File: src/rtl/mdu_seq_pkg.sv
// ============================================================
// mdu_defs : shared multiply/divide op and state encodings
// Rev 1.0
// ============================================================
`default_nettype none

package mdu_defs;

   localparam int MDU_WIDTH = 32;

   typedef enum logic [1:0] {
      MDU_MULT  = 2'd0,
      MDU_MULTU = 2'd1,
      MDU_DIV   = 2'd2,
      MDU_DIVU  = 2'd3
   } mdu_op_e;

   typedef enum logic [1:0] {
      S_IDLE = 2'd0,
      S_CALC = 2'd1,
      S_FIX  = 2'd2,
      S_DONE = 2'd3
   } mdu_state_e;

   function automatic logic mdu_is_div(input logic [1:0] op);
      return (op == MDU_DIV) || (op == MDU_DIVU);
   endfunction

   function automatic logic mdu_is_signed(input logic [1:0] op);
      return (op == MDU_MULT) || (op == MDU_DIV);
   endfunction

endpackage

`default_nettype wire

File: src/rtl/mdu_seq_if.sv
// ============================================================
// mdu_seq_if : decode <-> multiply/divide sequencer bus
// Rev 1.0
// ============================================================
`default_nettype none

interface mdu_seq_if
   import mdu_defs::*;
#(
   parameter int WIDTH = MDU_WIDTH
) ();

   logic             start;
   logic [1:0]       op;
   logic [WIDTH-1:0] a;
   logic [WIDTH-1:0] b;
   logic             flush;
   logic             hi_we;
   logic             lo_we;
   logic [WIDTH-1:0] wdata;
   logic             busy;
   logic             done;
   logic [WIDTH-1:0] hi;
   logic [WIDTH-1:0] lo;

   modport master (
      output start, op, a, b, flush, hi_we, lo_we, wdata,
      input  busy, done, hi, lo
   );

   modport slave (
      input  start, op, a, b, flush, hi_we, lo_we, wdata,
      output busy, done, hi, lo
   );

endinterface

`default_nettype wire

File: src/rtl/mdu_seq_step.sv
// ============================================================
// mdu_step : one shift-add multiply or restoring divide iteration
// Rev 1.0
// ============================================================
`default_nettype none

module mdu_step
   import mdu_defs::*;
#(
   parameter int WIDTH = MDU_WIDTH
) (
   input  wire logic               i_is_div,
   input  wire logic [2*WIDTH-1:0] i_acc,
   input  wire logic [WIDTH-1:0]   i_opnd,
   output logic      [2*WIDTH-1:0] o_acc_next
);

   logic [WIDTH:0]   w_sum;
   logic [WIDTH:0]   w_rem_sh;
   logic [WIDTH-1:0] w_diff;
   logic             w_ge;

   always_comb begin
      w_sum    = {1'b0, i_acc[2*WIDTH-1:WIDTH]} + {1'b0, i_opnd};
      // Remainder after the left shift can need one extra bit before the trial subtract.
      w_rem_sh = i_acc[2*WIDTH-1:WIDTH-1];
      w_ge     = (w_rem_sh >= {1'b0, i_opnd});
      w_diff   = w_rem_sh[WIDTH-1:0] - i_opnd;
      if (i_is_div) begin
         if (w_ge) o_acc_next = {w_diff, i_acc[WIDTH-2:0], 1'b1};
         else      o_acc_next = {w_rem_sh[WIDTH-1:0], i_acc[WIDTH-2:0], 1'b0};
      end else if (i_acc[0]) begin
         o_acc_next = {w_sum, i_acc[WIDTH-1:1]};
      end else begin
         o_acc_next = {1'b0, i_acc[2*WIDTH-1:1]};
      end
   end

endmodule

`default_nettype wire

File: src/rtl/mdu_seq.sv
// ============================================================
// mdu_seq : iterative MULT/MULTU/DIV/DIVU sequencer owning HI/LO
// Rev 1.0
// ============================================================
`default_nettype none

module mdu_seq
   import mdu_defs::*;
#(
   parameter int WIDTH = MDU_WIDTH
) (
   input wire logic  clk,
   input wire logic  rstn,
   mdu_seq_if.slave  bus
);

   localparam int c_cnt_w = $clog2(WIDTH);
   localparam logic [c_cnt_w-1:0] c_last = c_cnt_w'(WIDTH - 1);

   mdu_state_e         r_state, w_next;
   logic [c_cnt_w-1:0] r_cnt;
   logic [1:0]         r_op;
   logic               r_sa, r_sb, r_dz;
   logic [2*WIDTH-1:0] r_acc, w_acc_next, w_prod;
   logic [WIDTH-1:0]   r_opnd, r_a, r_hi, r_lo;
   logic [WIDTH-1:0]   w_mag_a, w_mag_b, w_quot, w_rem;
   logic               w_sa, w_sb, w_div;

   mdu_step #(.WIDTH(WIDTH)) u_step (
      .i_is_div   (mdu_is_div(r_op)),
      .i_acc      (r_acc),
      .i_opnd     (r_opnd),
      .o_acc_next (w_acc_next)
   );

   always_comb begin
      w_div   = mdu_is_div(bus.op);
      w_sa    = mdu_is_signed(bus.op) & bus.a[WIDTH-1];
      w_sb    = mdu_is_signed(bus.op) & bus.b[WIDTH-1];
      w_mag_a = w_sa ? -bus.a : bus.a;
      w_mag_b = w_sb ? -bus.b : bus.b;
      // Sign flags are only ever set for signed ops, so no op check is needed here.
      w_prod  = (r_sa ^ r_sb) ? -r_acc : r_acc;
      w_quot  = (r_sa ^ r_sb) ? -r_acc[WIDTH-1:0] : r_acc[WIDTH-1:0];
      w_rem   = r_sa ? -r_acc[2*WIDTH-1:WIDTH] : r_acc[2*WIDTH-1:WIDTH];
   end

   always_comb begin
      w_next = r_state;
      case (r_state)
         S_IDLE: if (bus.start) w_next = (w_div && bus.b == '0) ? S_FIX : S_CALC;
         S_CALC: if (r_cnt == c_last) w_next = S_FIX;
         S_FIX:  w_next = S_DONE;
         S_DONE: w_next = S_IDLE;
         default: w_next = S_IDLE;
      endcase
      if (r_state != S_IDLE && bus.flush) w_next = S_IDLE;
   end

   always_ff @(posedge clk) begin
      if (!rstn) r_state <= S_IDLE;
      else       r_state <= w_next;
   end

   always_ff @(posedge clk) begin
      if (!rstn) begin
         r_cnt  <= '0;
         r_op   <= MDU_MULTU;
         r_sa   <= 1'b0;
         r_sb   <= 1'b0;
         r_dz   <= 1'b0;
         r_acc  <= '0;
         r_opnd <= '0;
         r_a    <= '0;
      end else if (r_state == S_IDLE && bus.start) begin
         r_cnt  <= '0;
         r_op   <= bus.op;
         r_sa   <= w_sa;
         r_sb   <= w_sb;
         r_dz   <= w_div && (bus.b == '0);
         r_a    <= bus.a;
         r_acc  <= w_div ? {{WIDTH{1'b0}}, w_mag_a} : {{WIDTH{1'b0}}, w_mag_b};
         r_opnd <= w_div ? w_mag_b : w_mag_a;
      end else if (r_state == S_CALC) begin
         r_cnt <= r_cnt + 1'b1;
         r_acc <= w_acc_next;
      end
   end

   always_ff @(posedge clk) begin
      if (!rstn) begin
         r_hi <= '0;
         r_lo <= '0;
      end else if (r_state == S_IDLE) begin
         if (bus.hi_we) r_hi <= bus.wdata;
         if (bus.lo_we) r_lo <= bus.wdata;
      end else if (r_state == S_FIX && !bus.flush) begin
         if (r_dz) begin
            r_hi <= r_a;
            r_lo <= '1;
         end else if (mdu_is_div(r_op)) begin
            r_hi <= w_rem;
            r_lo <= w_quot;
         end else begin
            r_hi <= w_prod[2*WIDTH-1:WIDTH];
            r_lo <= w_prod[WIDTH-1:0];
         end
      end
   end

   assign bus.busy = (r_state != S_IDLE);
   assign bus.done = (r_state == S_DONE);
   assign bus.hi   = r_hi;
   assign bus.lo   = r_lo;

endmodule

`default_nettype wire
File: src/flat_wrapper.sv
// flat-port wrapper written by rule: the top's interface ports become plain ports
module mdu_seq_flat import mdu_defs::*;
#(
   parameter int WIDTH = MDU_WIDTH
)
  (clk, rstn, bus_start, bus_op, bus_a, bus_b, bus_flush, bus_hi_we, bus_lo_we, bus_wdata, bus_busy, bus_done, bus_hi, bus_lo);
  mdu_seq_if #(.WIDTH(WIDTH)) bus_i ();
  input wire logic clk;
  input wire logic rstn;
  input wire logic [$bits(bus_i.start)-1:0] bus_start;
  input wire logic [$bits(bus_i.op)-1:0] bus_op;
  input wire logic [$bits(bus_i.a)-1:0] bus_a;
  input wire logic [$bits(bus_i.b)-1:0] bus_b;
  input wire logic [$bits(bus_i.flush)-1:0] bus_flush;
  input wire logic [$bits(bus_i.hi_we)-1:0] bus_hi_we;
  input wire logic [$bits(bus_i.lo_we)-1:0] bus_lo_we;
  input wire logic [$bits(bus_i.wdata)-1:0] bus_wdata;
  output wire logic [$bits(bus_i.busy)-1:0] bus_busy;
  output wire logic [$bits(bus_i.done)-1:0] bus_done;
  output wire logic [$bits(bus_i.hi)-1:0] bus_hi;
  output wire logic [$bits(bus_i.lo)-1:0] bus_lo;
  assign bus_i.start = bus_start;
  assign bus_i.op = bus_op;
  assign bus_i.a = bus_a;
  assign bus_i.b = bus_b;
  assign bus_i.flush = bus_flush;
  assign bus_i.hi_we = bus_hi_we;
  assign bus_i.lo_we = bus_lo_we;
  assign bus_i.wdata = bus_wdata;
  assign bus_busy = bus_i.busy;
  assign bus_done = bus_i.done;
  assign bus_hi = bus_i.hi;
  assign bus_lo = bus_i.lo;
  mdu_seq #(.WIDTH(WIDTH)) u_core (.clk(clk), .rstn(rstn), .bus(bus_i));
endmodule
File: config.mk
export PLATFORM = sky130hd
export DESIGN_NAME = mdu_seq_flat
export DESIGN_NICKNAME = d
export VERILOG_FILES = /design/src/rtl/mdu_seq_pkg.sv /design/src/rtl/mdu_seq_if.sv /design/src/rtl/mdu_seq_step.sv /design/src/rtl/mdu_seq.sv /design/src/flat_wrapper.sv
export SDC_FILE = /design/constraint.sdc
export NUM_CORES = 1
export LEC_CHECK = 0
export CORE_MARGIN = 2
export CORE_UTILIZATION = 53
export CTS_CLUSTER_DIAMETER = 120
export DETAILED_ROUTE_END_ITERATION = 16
export MAX_ROUTING_LAYER = met4
export PLACE_DENSITY = 0.78
export REMOVE_ABC_BUFFERS = 1
export SYNTH_ARGS = -nofsm -noshare
export SYNTH_HDL_FRONTEND = slang
export SYNTH_HIERARCHICAL = 1
export SYNTH_SLANG_ARGS = --single-unit
File: constraint.sdc
create_clock -name clk -period 3.15 [get_ports clk]
set_clock_uncertainty 0.05 [all_clocks]
set_input_delay 0.315 -clock clk [delete_from_list [all_inputs] [get_ports clk]]
set_output_delay 0.315 -clock clk [all_outputs]
set_load 0.005 [all_outputs]
==> flow_summary_export.csv, run 1 <==
group,metric,value,unit
run_status,status,"complete, but fails checks",
run_status,violations,"setup timing",
sta,fmax,311,MHz
setup_path,path_cells,"inv_1 > ha_1 > a21o_1 > a21o_1 > a2111oi_1 > or3_1 > nand2_1 > a311oi_4 > buf_6 > buf_12 > inv_4 > mux2i_2 > a21oi_1 > mux2i_1 > nor2_1",
route,route.detailed.drc,0,
global_routing,grt_usage,40.9,%
synth,ys_ff_latch,203,
pwr,p_int,0.00985,W
setup_path,worst-endpoint-arrival,3.58,ns
sta,min_period,3.22,ns
synth,synth_edf_count,0,
route,wl,69000,um
global_routing,grt_max_degree,80,
pwr,vdd_drop_max,0.464,mV
worst_hold_path,holdPathStages,4,
floorplanning,die_y,183,um
sta,timing_hold_violations_final,0,
cts,clk_root_buffer_cell,"clkbuf_16",
synth,syn_avg_cell_area,7.62,um^2
pwr,cellPowerDensity,817,mW/mm^2
setup_path,cp_top_family,"compound AO/OA/AOI/OAI gates",
pwr,total_leakage_power,8.92,nW
synth,synth_top_area_share,24.0,%
sta,setup_viol,16,
cells_and_area,fin_util,69.7,%
setup_path,cp_slowest_stage_delay,0.37,ns
route,drtPass1Iterations,6,
pwr,p_sw_share,45.1,%
pwr,p_seq_share,21.2,%
sta,drv_slew,0,
sta,setup_tns,-0.501,ns
setup_path,cp-start-kind,"flop",
sta,period_share,102,%
global_routing,grt_pass1_vias,17800,
worst_hold_path,holdCritStartpoint,"rstn",
route,ant_nets,0,
cts,cts_buffer_depth,3,
global_routing,antenna_found_initial,0,
synth,synthCells,2219,
setup_path,ff2ff_path_depth,15,
synth,ys_async_sr_fraction,0,%
floorplanning,dieWidth,183,um
setup_path,slowest_stage,"a2111oi_1",
global_routing,grt_pass1_wl,104000,um
place,io_buffers,169,
global_routing,grt.overflow.total,0,
floorplanning,fp.coreArea,0.0315,mm^2
floorplanning,io_pins,170,
floorplanning,rows,65,
route,wl_per_cell,23.4,um
floorplanning,die_area,0.0333,mm^2
cts,numCtsBuffers,25,
pwr,p_sw,0.00809,W
synth,synth-main-ff-cell,"dfxtp_1",
synth,synth_warnings,6,
sta,tightest_slew,1.10,ns
floorplanning,start_util,53.7,%
route,avgViaCountPerCell,6.53,
cts,cts.sinks,203,
sta,setup_ws,-0.0702,ns
synth,yosysSeqAreaShare,24.0,%
synth,syn_area,0.0169,mm^2
route,drt_iter0_markers,2318,
worst_hold_path,holdCritPathClass,"input port to flop",
pwr,pwr-share-comb,62.3,%
cells_and_area,multi_input_area,0.0125,mm^2
pwr,clockPowerShare,16.5,%
worst_hold_path,hold_end,"u_core/bus.hi[3]",
setup_path,rrSetupSlack,-0.07,ns
route,vias,19200,
cts,cts_tree,"done",
cells_and_area,area_growth_syn_to_layout,29.8,%
cells_and_area,antenna_cells,0,
setup_path,rr_startpoint,"u_core/r_opnd[26]",
setup_path,critical_path_depth,15,
place,placed_area,0.0204,mm^2
place,gp_congestion,0.995,
cells_and_area,register_area,0.00410,mm^2
synth,synth.area.top_cells,"dfxtp_1 24%, a21oi_1 6.8%, mux2i_1 5.7%",
cells_and_area,nets,2712,
synth,synth_top_area_cell,"dfxtp_1",
place,hpwlAfterDp,52800,um
setup_path,endpoint_kind,"flop",
sta,fin_hold_ws,0.229,ns
cells_and_area,drive_above_1_share,18.6,%
sta,rsz0062_at_grt,"yes",
setup_path,rr_endpoint,"u_core/r_acc[41]",
sta,slew_headroom,26.1,%
setup_path,critPathBufInv,4,
synth,yosysMostFrequentCell,"nand2_1",
synth,synth_cell_types,92,
cts,clk_pin_slew,0.06,ns
job,drv_cap,0,
cells_and_area,final_cell_area,0.0219,mm^2
cts,h-tree-depth,1,
setup_path,cp_data_required_time,3.51,ns
place,place_ws,-0.280,ns
setup_path,cp_common_cell,"a21o_1",
setup_path,path_max_fanout,8,
cells_and_area,fill_cells,2646,
cts,clkLatencyLatePin,0.54,ns
synth,synth.top_cells.by_count,"235 x nand2_1, 231 x a21oi_1, 203 x dfxtp_1",
setup_path,worst-setup-path-type,"flop to flop",
[power by group through the flow]
stage / sequential, W / clock (W) / combinational [W]
final: 0.00380 / 0.00297 / 0.0112
after global routing: 0.00386 / 0.00309 / 0.0119
after CTS: 0.00377 / 0.00298 / 0.0106
after detailed placement: 0.00380 / 0 / 0.0101
after global placement: 0.00377 / 0 / 0.00995
after floorplan: 0.00389 / 0 / 0.00577
[kinds of logic (layout without fill, tap and decap cells)]
kind of cell               Yosys count  after routing  share of synthesized area, %
buffers and inverters              205            532                          5.00
AOI/OAI and AO/OA                  707            707                          27.2
muxes                              140            140                          8.61
xor gates and xnor gates           166            166                          8.60
adders and majority gates           76             76                          5.71
and+or+nand+nor                    722            722                          20.9
DFF                                203            203                          24.0
[repair_timing]
item / 4_1_cts / 5_1_grt
buffers inserted: 7 / 9
cloned: 1 / 1
hold buffers: 0 / 0
pin swaps: 18 / 53
endpoints found under the setup margin: 33 / 35
resized for setup: 63 / 63
[flip-flops by register name, summed over array words and instances (netlist names)]
| name | flops |
|---|---|
| u_core/r_acc | 64 |
| u_core/bus.hi | 32 |
| u_core/bus.lo | 32 |
| u_core/r_a | 32 |
| u_core/r_opnd | 32 |
| u_core/r_cnt | 5 |
| u_core/r_state | 2 |
| u_core/r_dz | 1 |
| u_core/r_op | 1 |
| u_core/r_sa | 1 |
| u_core/r_sb | 1 |
[through the flow]
stage,total power (W),instances
after floorplan,0.00965,2073
after global placement,0.0137,2890
after detailed placement,0.0139,2890
after CTS,0.0173,2939
after global routing,0.0188,2948
final,0.0179,2948
[routing by layer]
metal  GRT usage (%)  vias up  part of all wire, %
met5               -        -                    0
met4            16.3        0                  4.4
met3            6.49      167                   10
met2            61.7     1094                   44
met1            54.8     9174                   42
li1                -     8806                    -
[cell usage in the layout (no fill, tap or decap), drive strengths merged, types with 7 or more instances in the layout]
master	synthesis	layout
a211oi	58	58
a21o	32	32
a21oi	232	232
a221oi	14	14
a22o	7	7
a311oi	8	8
a31oi	35	35
and3	28	28
buf	34	264
clkbuf	112	36
clkdlybuf4s50	0	167
dfxtp	203	203
ha	74	74
inv	57	57
mux2	44	44
mux2i	96	96
nand2	236	236
nand2b	42	42
nand3	42	42
nand4	22	22
nor2	160	160
nor2b	38	38
nor3	45	45
nor3b	11	11
nor4	27	27
o211ai	35	35
o21a	11	11
o21ai	120	120
o21bai	8	8
o221ai	23	23
o22ai	27	27
o31ai	30	30
o41ai	19	19
or3	27	27
or4	17	17
xnor2	87	87
xor2	79	79
[area by class of cell]
type / instances / share of cell area, %
Multi-Input combinational cell: 1811 / 56.9
Sequential cell: 203 / 18.7
Timing Repair Buffer: 432 / 17.3
Clock buffer: 35 / 3.30
Tap cell: 402 / 2.29
Inverter: 59 / 1.03
Clock inverter: 6 / 0.490
[tightest hold or removal path, stage by stage]
cell and delay [ns]:
buf_2 0.13, buf_12 0.19, nand2_1 0.09, a31oi_1 0.04
[how the worst max path moves through the flow]
stage,from,endpoint,slack (ns)
3_5_place_dp,u_core/r_opnd[20],u_core/r_acc[41],-0.28
2_1_floorplan,u_core/r_state[0],u_core/r_opnd[30],-1.60
3_3_place_gp,u_core/r_opnd[20],u_core/r_acc[41],-0.27
4_1_cts,u_core/r_opnd[18],u_core/r_acc[33],-0.05
6_report,u_core/r_opnd[26],u_core/r_acc[41],-0.07
5_1_grt,u_core/r_opnd[20],u_core/r_acc[33],-0.17
Note: power is estimated with default switching activity, not from simulation.
==> run 2: changes to the inputs <==
--- a/config.mk
+++ b/config.mk
@@ -14,5 +14,4 @@
 export REMOVE_ABC_BUFFERS = 1
 export SYNTH_ARGS = -nofsm -noshare
 export SYNTH_HDL_FRONTEND = slang
-export SYNTH_HIERARCHICAL = 1
 export SYNTH_SLANG_ARGS = --single-unit
==> run 2 against run 1 <==
The run now ends clean; hold slack improved by 0.047 ns; utilization is 0.60 points lower; sequential power down 2%; sequential share of layout area increased by 0.57 points; fmax up 2.9%; clock-buffer cell count did not move; critical endpoint is now u_core.bus.hi[27]; clock power hardly changed; register-to-register slack gained 0.09 ns; die area down 1.9%.
==> flow_summary_export.csv, run 2 <==
group,metric,value,unit
run_status,status,"finished clean",
cts,clkLatencyLatePin,0.54,ns
sta,setup_viol,0,
synth,synth.top_cells.by_count,"314 x nand2_1, 275 x a21oi_1, 203 x dfxtp_1",
place,io_buffers,169,
sta,fmax,320,MHz
pwr,cellPowerDensity,862,mW/mm^2
cells_and_area,final_cell_mix,"313 x nand2_1, 270 x a21oi_1, 255 x buf_4",
synth,synth_cell_types,86,
route,wl_per_cell,22.5,um
cts,cts_tree,"done",
global_routing,grt_pass1_vias,18100,
floorplanning,die_y,181,um
synth,synth_warnings,0,
place,place_ws,-0.366,ns
floorplanning,start_util,54.0,%
cells_and_area,nets,2741,
pwr,clockPowerShare,16.2,%
worst_hold_path,holdPathStages,3,
route,wl,66800,um
floorplanning,die_area,0.0327,mm^2
global_routing,grt.overflow.total,0,
cells_and_area,final_common_cell,"nand2_1",
global_routing,grt_usage,40.2,%
setup_path,ff2ff_path_depth,8,
synth,synth_top_area_cell,"dfxtp_1",
setup_path,endpoint_kind,"flop",
cts,clk_root_buffer_cell,"clkbuf_16",
pwr,p_sw,0.00846,W
synth,syn_avg_cell_area,7.27,um^2
setup_path,path_max_fanout,4,
pwr,p_sw_share,46.3,%
floorplanning,fp.coreArea,0.0307,mm^2
cts,clk_pin_slew,0.06,ns
cells_and_area,fill_cells,2634,
setup_path,rrSetupSlack,0.02,ns
route,route.detailed.drc,0,
synth,synth_edf_count,0,
floorplanning,dieWidth,181,um
sta,min_period,3.13,ns
cells_and_area,drive_above_1_share,15.6,%
setup_path,worst-endpoint-arrival,3.45,ns
job,drv_cap,0,
global_routing,grt_pass1_wl,102000,um
sta,fin_hold_ws,0.276,ns
cells_and_area,fin_cells,2974,
synth,ys_ff_latch,203,
sta,period_share,99.4,%
setup_path,rr_endpoint,"u_core.bus.hi[27]",
sta,drv_slew,0,
pwr,vdd_drop_max,0.554,mV
synth,synth-main-ff-cell,"dfxtp_1",
sta,setup_ws,0.0204,ns
route,vias,19400,
floorplanning,rows,64,
sta,timing_hold_violations_final,0,
pwr,p_int,0.00981,W
pwr,pwr-share-comb,63.3,%
synth,ys_async_sr_fraction,0,%
place,hpwlAfterDp,49900,um
route,drt_iter0_markers,2303,
cts,cts.sinks,203,
cts,cts_buffer_depth,3,
route,avgViaCountPerCell,6.53,
cells_and_area,area_growth_syn_to_layout,27.9,%
synth,yosysMostFrequentCell,"nand2_1",
place,gp_congestion,1.05,
synth,synthCells,2280,
place,placed_cells,2917,
cells_and_area,fin_util,69.1,%
pwr,total_leakage_power,8.48,nW
sta,tightest_slew,1.42,ns
cts,h-tree-depth,1,
global_routing,grt_max_degree,103,
synth,syn_area,0.0166,mm^2
sta,rsz0062_at_grt,"yes",
route,drtPass1Iterations,8,
worst_hold_path,hold_end,"u_core.bus.hi[14]",
global_routing,antenna_found_initial,1,
cells_and_area,largest_reg_flops,64,
cells_and_area,regMostFlops,"u_core.r_acc",
worst_hold_path,holdCritPathClass,"input port to flop",
synth,synth.area.top_cells,"dfxtp_1 25%, a21oi_1 8.3%, nand2_1 7.1%",
setup_path,worst-setup-path-type,"flop to flop",
cts,numCtsBuffers,24,
synth,yosysSeqAreaShare,24.5,%
sta,slew_headroom,4.55,%
pwr,p_seq_share,20.5,%
synth,synth_top_area_share,24.5,%
floorplanning,io_pins,170,
route,ant_nets,0,
worst_hold_path,holdCritStartpoint,"rstn",
setup_path,cp-start-kind,"flop",
setup_path,rr_startpoint,"u_core.r_acc[2]",
setup_path,cp_data_required_time,3.47,ns
pwr,p_total,0.0183,W
run 2: critical path, cell delays in order, from the launching register on:
cell     delay [ns]
dfxtp_1        0.32
or4_1          0.59
or4_4          0.49
nor4_2         0.30
nand2_1        0.21
o21a_1         0.29
or3_1          0.36
nand3_1        0.20
a41oi_1        0.14
run 2: through the flow:
step | TNS, ns | cell area (um^2)
after global routing | -0.247 | 21200
after CTS | 0 | 20800
final | 0 | 21200
after global placement | -0.726 | 20000
after floorplan | -64.50 | 15900
after detailed placement | -1.67 | 20000
run 2: timing repair:
action / in CTS / in global routing
pin swaps: 3 / 19
gates resized for setup: 7 / 62
endpoints found under the setup margin: 13 / 47
hold buffers: 0 / 0
setup buffers: 1 / 13
run 2: power by group through the flow:
stage,combinational [W],sequential [W],clock [W]
after detailed placement,0.0107,0.00376,0
after CTS,0.0108,0.00371,0.00295
after global placement,0.0105,0.00373,0
after global routing,0.0123,0.00380,0.00306
final,0.0116,0.00374,0.00295
after floorplan,0.00593,0.00386,0
run 2: worst max path at each step:
stage,start,to,slack (ns),cells after the start
3_3_place_gp,bus_a[6],u_core.r_acc[31],-0.33,11
4_1_cts,u_core.r_acc[33],u_core.bus.hi[14],0.006,14
5_1_grt,u_core.r_acc[2],u_core.bus.hi[26],-0.06,9
6_report,u_core.r_acc[2],u_core.bus.hi[27],0.02,8
3_5_place_dp,bus_a[6],u_core.r_acc[31],-0.37,11
2_1_floorplan,u_core.r_state[0],u_core.r_acc[57],-1.21,8
run 2: routing by layer:
layer  vias to the layer above  routed length [um]  track usage (%)
li1                       8854                   -                -
met1                      9107               26500             52.1
met2                      1242               29900             62.3
met3                       218                6770             5.70
met4                         0                3670             17.6
met5                         -                   0                -
run 2: logic make-up (layout without fill, tap and decap cells):
| kind of cell | after synthesis | after routing | synth area share [%] |
|---|---|---|---|
| AO/OA/AOI/OAI | 780 | 780 | 29.9 |
| XOR/XNOR | 174 | 174 | 9.19 |
| adder cells (fa/ha/maj) | 76 | 76 | 5.83 |
| buffers and inverters | 239 | 536 | 5.69 |
| flip-flops | 203 | 203 | 24.5 |
| multiplexers | 62 | 62 | 3.77 |
| other | 0 | 1 | 0 |
| AND/OR/NAND/NOR | 746 | 746 | 21.1 |
run 2: area by class of cell:
| cell class | instances | area, um^2 | share of cell area (%) |
|---|---|---|---|
| sequential | 203 | 4080 | 19.2 |
| inverter | 64 | 243 | 1.14 |
| timing repair buffer | 430 | 3700 | 17.4 |
| antenna | 1 | 2.50 | 0.0118 |
| multi-input combinational | 1838 | 11900 | 56.0 |
| clock inverter | 7 | 113 | 0.531 |
| clock buffer | 35 | 693 | 3.27 |
| tap | 396 | 495 | 2.34 |
